## src/rtl/u_scfifo_plus.sv

```systemverilog
// Single-clock FIFO with show-ahead or registered read, programmable almost thresholds,
// full-range usedw, sticky overflow/underflow and synchronous clear.
module u_scfifo_plus #(
  parameter int    LPM_WIDTH          = 12,
  parameter int    LPM_NUM_WORDS      = 256,
  parameter int    LPM_WIDTHU         = $clog2(LPM_NUM_WORDS) + 1,
  parameter string LPM_SHOWAHEAD      = "ON",
  parameter int    ALMOST_FULL_VALUE  = LPM_NUM_WORDS - 4,
  parameter int    ALMOST_EMPTY_VALUE = 4,
  parameter string OVERFLOW_CHECKING  = "ON",
  parameter string UNDERFLOW_CHECKING = "ON"
) (
  input  logic                  clock,
  input  logic                  aclr_n,
  input  logic                  sclr,
  input  logic [LPM_WIDTH-1:0]  data,
  input  logic                  wrreq,
  input  logic                  rdreq,
  output logic [LPM_WIDTH-1:0]  q,
  output logic                  empty,
  output logic                  full,
  output logic                  almost_full,
  output logic                  almost_empty,
  output logic [LPM_WIDTHU-1:0] usedw,
  output logic                  overflow,
  output logic                  underflow
);

  localparam int                    PW       = $clog2(LPM_NUM_WORDS);
  localparam logic [PW-1:0]         LAST_PTR = PW'(LPM_NUM_WORDS - 1);
  localparam logic [LPM_WIDTHU-1:0] DEPTH_U  = LPM_WIDTHU'(LPM_NUM_WORDS);
  localparam logic [LPM_WIDTHU-1:0] AF_U     = LPM_WIDTHU'(ALMOST_FULL_VALUE);
  localparam logic [LPM_WIDTHU-1:0] AE_U     = LPM_WIDTHU'(ALMOST_EMPTY_VALUE);

  if (LPM_NUM_WORDS < 4 || LPM_NUM_WORDS > 131072) begin : g_bad_depth
    $error("u_scfifo_plus: LPM_NUM_WORDS out of range 4..131072");
  end
  if (ALMOST_FULL_VALUE < 1 || ALMOST_FULL_VALUE > LPM_NUM_WORDS) begin : g_bad_af
    $error("u_scfifo_plus: ALMOST_FULL_VALUE must be 1..LPM_NUM_WORDS");
  end
  if (ALMOST_EMPTY_VALUE < 0 || ALMOST_EMPTY_VALUE > LPM_NUM_WORDS) begin : g_bad_ae
    $error("u_scfifo_plus: ALMOST_EMPTY_VALUE must be 0..LPM_NUM_WORDS");
  end
  if ((64'd1 << LPM_WIDTHU) <= 64'(LPM_NUM_WORDS)) begin : g_bad_wu
    $error("u_scfifo_plus: LPM_WIDTHU too narrow to hold LPM_NUM_WORDS");
  end

  logic [LPM_WIDTH-1:0]  mem [LPM_NUM_WORDS];
  logic [PW-1:0]         wr_ptr;
  logic [PW-1:0]         rd_ptr;
  logic [LPM_WIDTHU-1:0] usedw_r;
  logic                  ovf_r;
  logic                  unf_r;
  logic                  wr_ok;
  logic                  rd_ok;

  function automatic logic [PW-1:0] ptr_inc(input logic [PW-1:0] p);
    return (p == LAST_PTR) ? '0 : p + 1'b1;
  endfunction

  // Status is purely a decode of the registered count.
  assign usedw        = usedw_r;
  assign empty        = (usedw_r == '0);
  assign full         = (usedw_r == DEPTH_U);
  assign almost_full  = (usedw_r >= AF_U);
  assign almost_empty = (usedw_r < AE_U);
  assign overflow     = ovf_r;
  assign underflow    = unf_r;

  always_comb begin
    wr_ok = wrreq & (~full | rdreq);
    rd_ok = rdreq & ~empty;
  end

  always_ff @(posedge clock) begin
    if (aclr_n && !sclr && wr_ok) begin
      mem[wr_ptr] <= data;
    end
  end

  always_ff @(posedge clock or negedge aclr_n) begin
    if (!aclr_n) begin
      wr_ptr  <= '0;
      rd_ptr  <= '0;
      usedw_r <= '0;
    end else if (sclr) begin
      wr_ptr  <= '0;
      rd_ptr  <= '0;
      usedw_r <= '0;
    end else begin
      if (wr_ok) wr_ptr <= ptr_inc(wr_ptr);
      if (rd_ok) rd_ptr <= ptr_inc(rd_ptr);
      case ({wr_ok, rd_ok})
        2'b10:   usedw_r <= usedw_r + 1'b1;
        2'b01:   usedw_r <= usedw_r - 1'b1;
        default: usedw_r <= usedw_r;
      endcase
    end
  end

  if (OVERFLOW_CHECKING == "ON") begin : g_ovf
    always_ff @(posedge clock or negedge aclr_n) begin
      if (!aclr_n)                ovf_r <= 1'b0;
      else if (sclr)              ovf_r <= 1'b0;
      else if (wrreq && !wr_ok)   ovf_r <= 1'b1;
    end
  end else begin : g_no_ovf
    assign ovf_r = 1'b0;
  end

  if (UNDERFLOW_CHECKING == "ON") begin : g_unf
    always_ff @(posedge clock or negedge aclr_n) begin
      if (!aclr_n)                unf_r <= 1'b0;
      else if (sclr)              unf_r <= 1'b0;
      else if (rdreq && !rd_ok)   unf_r <= 1'b1;
    end
  end else begin : g_no_unf
    assign unf_r = 1'b0;
  end

  if (LPM_SHOWAHEAD == "ON") begin : g_show_ahead
    // Gating with empty keeps q at 0 out of reset, since the array itself is never cleared.
    assign q = empty ? '0 : mem[rd_ptr];
  end else begin : g_registered
    logic [LPM_WIDTH-1:0] q_r;
    always_ff @(posedge clock or negedge aclr_n) begin
      if (!aclr_n)     q_r <= '0;
      else if (sclr)   q_r <= '0;
      else if (rd_ok)  q_r <= mem[rd_ptr];
    end
    assign q = q_r;
  end

endmodule

```

## config.mk

```make
export PLATFORM = sky130hd
export DESIGN_NAME = u_scfifo_plus
export DESIGN_NICKNAME = d
export VERILOG_FILES = /design/src/rtl/u_scfifo_plus.sv
export SDC_FILE = /design/constraint.sdc
export NUM_CORES = 2
export LEC_CHECK = 0
export ABC_AREA = 0
export ABC_CLOCK_PERIOD_IN_PS = 4400
export BUFFER_PORTS_ARGS = -buffer_cell sky130_fd_sc_hd__buf_2
export CORE_MARGIN = 1
export CORE_UTILIZATION = 50
export CTS_CLUSTER_SIZE = 10
export DETAILED_ROUTE_END_ITERATION = 8
export GPL_TIMING_DRIVEN = 0
export MAX_ROUTING_LAYER = met4
export PLACE_DENSITY_LB_ADDON = 0.1
export SETUP_SLACK_MARGIN = 0.15
export SYNTH_ARGS = -nofsm -noshare
export SYNTH_HDL_FRONTEND = slang
export SYNTH_SLANG_ARGS = --single-unit
```

## constraint.sdc

```tcl
create_clock -name clock -period 4.4 [get_ports clock]
set_input_delay 0.22 -clock clock [delete_from_list [all_inputs] [get_ports clock]]
set_output_delay 0.22 -clock clock [all_outputs]
set_load 0.03 [all_outputs]
```

==> out/metrics.cfg <==
[status]
status = finished, violations left
failed_checks = max-capacitance violations, max-slew violations, negative setup slack

[power_and_ir_drop]
ir_drop_v = 0.000383
p_leak_nw = 45.9
pwr-share-seq_pct = 38.3
intPower_mw = 58.3
comb_power_share_pct = 30.7
design_power_total_mw = 85.3
p_sw_mw = 26.9
switching_share_pct = 31.6
clkPwrFrac_pct = 31.1
p_per_area_nw_per_um2 = 583

[die]
chipWidth_um = 492
die_y_um = 492
rows = 179
coreArea_um2 = 238000
start_util_pct = 50.4
ios = 44
dieArea_um2 = 242000

[route]
wl_per_cell_um = 53.1
drt-initial-drc-count = 12900
vias = 68400
drc = 0
viasPerCell = 7.21
first_pass_iters = 8
postRouteAntennaNets = 0
routed_wl_um = 504000

[min_path]
holdPathStages = 4
hold_start = rdreq
hp-class = in -> reg
hold_path_end = underflow$_DFFE_PN0P_

[cells_and_area]
fillers = 16300
postLayoutCellArea_um2 = 146000
drive_above_1_share_pct = 39.5
finalNetCount = 6217
instances_no_fill = 9479
synthToLayoutAreaGrowth_pct = 22.1
final_util_pct = 61.5

[setup_path]
rr_worst_depth = 4
start_kind = flop
timing.rr.start = wr_ptr[5]$_DFFE_PN0P_
rr_endpoint = mem[105][2]$_DFFE_PP_
endpoint_kind = output pin
cp_max_fo = 10
path_class = reg -> out
required_ns = 4.18
regToRegSetupSlack_ns = -0.04
cp.arrival_ns = 4.77

[synth]
netlist_area_um2 = 120000
synth.avg_cell_area_um2 = 22.7
syn-num-nets = 5306
ys_async_sr_fraction_pct = 0.871
ys_types = 65
seq_area_frac_synth_pct = 77.5
synth-seq-cells = 3099
synth_edf_count = 3072
synth-main-ff-cell = edfxtp_1
synth_cells = 5276
yosys_warnings = 0

[placement]
place_area_um2 = 128000
io_buffer_count = 42
place_congestion = 1.03
dpl.cell_count = 8669
place_hpwl_um = 324000
pre_cts_ws_ns = -2.38

[sta]
hold_violations = 0
finalCriticalPeriod_ns = 4.99
relSlewSlack_pct = -16.3
worst_slew_pin_slew_ns = 1.74
rsz0062_at_grt = yes
fmax_mhz = 200
tns_ns = -6.08
setup_viol = 43
hold_ws_ns = 0.152
skew_ns = 0.0567
fin_ws_ns = -0.588
maxSlewViolCount = 27
timing.final.crit_share_pct = 113

[grt]
grt_pass1_vias = 63900
grt_antenna_before_repair = 46
grt_overflow = 0
grt_use_met3_pct = 16.5
grt.total_usage_pct = 43.2
grt_pass1_wl_um = 642000
grt_busiest_layer = met2
globalRouteMet2Util_pct = 58.8
grt_max_degree = 153
use_met1_pct = 53.7

[clocking]
clk_pin_slew_worst_paths_ns = 0.06
root_buffer = clkbuf_16
cts_buffers = 365
cts_tree = yes
htree_levels = 5
cts.sinks = 3099
clk_path_buf_depth = 4
clock_latency_ns = 0.99

[flow_run]
cap_violations = 3

[sequential cells by signal, summed over array words and instances (netlist names)]
register / cells
mem: 3072
usedw: 9
rd_ptr: 8
wr_ptr: 8
overflow: 1
underflow: 1
[power groups by stage]
stage          logic, mW  registers [mW]  clock network (mW)
2_1_floorplan       9.13            33.3                   0
6_report            26.2            32.6                26.5
4_1_cts             24.7            32.6                26.4
3_5_place_dp        19.5            33.2                   0
5_1_grt             25.7            32.6                27.4
3_3_place_gp        19.2            33.3                   0
[cells in the final DEF, fill, tap and decap left out, types with 47 or more instances in the layout]
master	netlist	final
buf_6	33	67
nor2_1	316	71
buf_12	2	139
buf_8	8	140
nand2_1	97	91
buf_4	30	202
mux4_2	833	835
edfxtp_1	3072	3072
nor2_4	0	47
nor2_2	0	198
buf_16	0	126
mux2i_1	124	103
clkbuf_1	129	98
clkbuf_16	0	383
[final cells by class]
class,count,area [um^2],share of cell area (%)
sequential,3099,92900,63.5
multi-input combinational,1865,27500,18.8
clock buffer,443,9580,6.54
timing repair buffer,544,7260,4.96
buffer,301,4860,3.32
tap,3167,3960,2.71
clock inverter,15,153,0.104
antenna,34,85.1,0.0581
inverter,11,60.1,0.0410
[what timing repair did]
action / CTS / global route
buffers inserted: 249 / 38
gates resized for setup: 1051 / 130
cloned: 5 / 2
hold buffers: 19 / 0
hold endpoints to repair: 1429 / 0
pin swaps: 76 / 43
setup endpoints to repair: 1225 / 697
[worst max-delay path by stage]
stage / startpoint / end / slack (ns) / depth (start not counted)
5_1_grt: rd_ptr[0]$_DFFE_PN0P_ / q[11] / -0.43 / 14
3_3_place_gp: rd_ptr[3]$_DFFE_PN0P_ / q[8] / -4.50 / 10
6_report: rd_ptr[5]$_DFFE_PN0P_ / q[2] / -0.59 / 9
2_1_floorplan: usedw[4]$_DFFE_PN0P_ / usedw[8]$_DFFE_PN0P_ / 1.01 / 12
3_5_place_dp: rd_ptr[4]$_DFFE_PN0P_ / q[3] / -2.38 / 9
4_1_cts: rd_ptr[1]$_DFFE_PN0P_ / q[2] / -0.48 / 13
[synth_stat cells, drive strengths merged (5+ instances only)]
master,n,area (um^2)
o221ai,23,201
ha,12,150
xnor2,8,70.1
nor2b,10,62.6
dfrtp,27,676
a221oi,34,323
mux2i,124,1240
a31oi,6,37.5
a2111oi,5,43.8
nand2,97,364
o21bai,5,37.5
nor3,15,75.1
and2,10,62.6
a22o,18,158
buf,172,1220
o21ai,56,280
mux4,840,18900
edfxtp,3072,92200
o31ai,12,95.1
mux2,15,169
nand3,28,140
a21oi,60,300
nor2,316,1190
o22ai,28,175
nand4,5,31.3
or3,6,37.5
a211oi,7,52.6
o211ai,8,60.1
a22oi,61,458
a211o,6,52.6
clkbuf,129,484
inv,10,37.5
[routing by layer]
metal / vias up / routed length [um]
met2: 5925 / 216000
met3: 1392 / 75700
met1: 36800 / 170000
met5: - / 0
li1: 24200 / -
met4: 0 / 42400
[critical path: stages, from the launching register on]
cell and delay (ns):
dfrtp_1 0.40, clkbuf_4 0.37, nor2_1 0.30, clkbuf_2 0.73, clkbuf_4 0.70, a22oi_2 0.22
nand3_2 0.18, nand3_4 0.12, o211ai_1 0.44, buf_4 0.29
[logic make-up (layout without fill, tap and decap cells)]
logic type / after synthesis / in the layout / synth area share [%]
AOI/OAI and AO/OA: 348 / 348 / 2.03
xor gates and xnor gates: 12 / 12 / 0.0877
adders and majority gates: 13 / 13 / 0.142
buffers and inverters: 312 / 1314 / 1.46
DFF: 3099 / 3099 / 77.5
muxes: 979 / 979 / 17.0
other: 0 / 34 / 0
and+or+nand+nor: 513 / 513 / 1.79
Power figures use the tool's default switching activity.
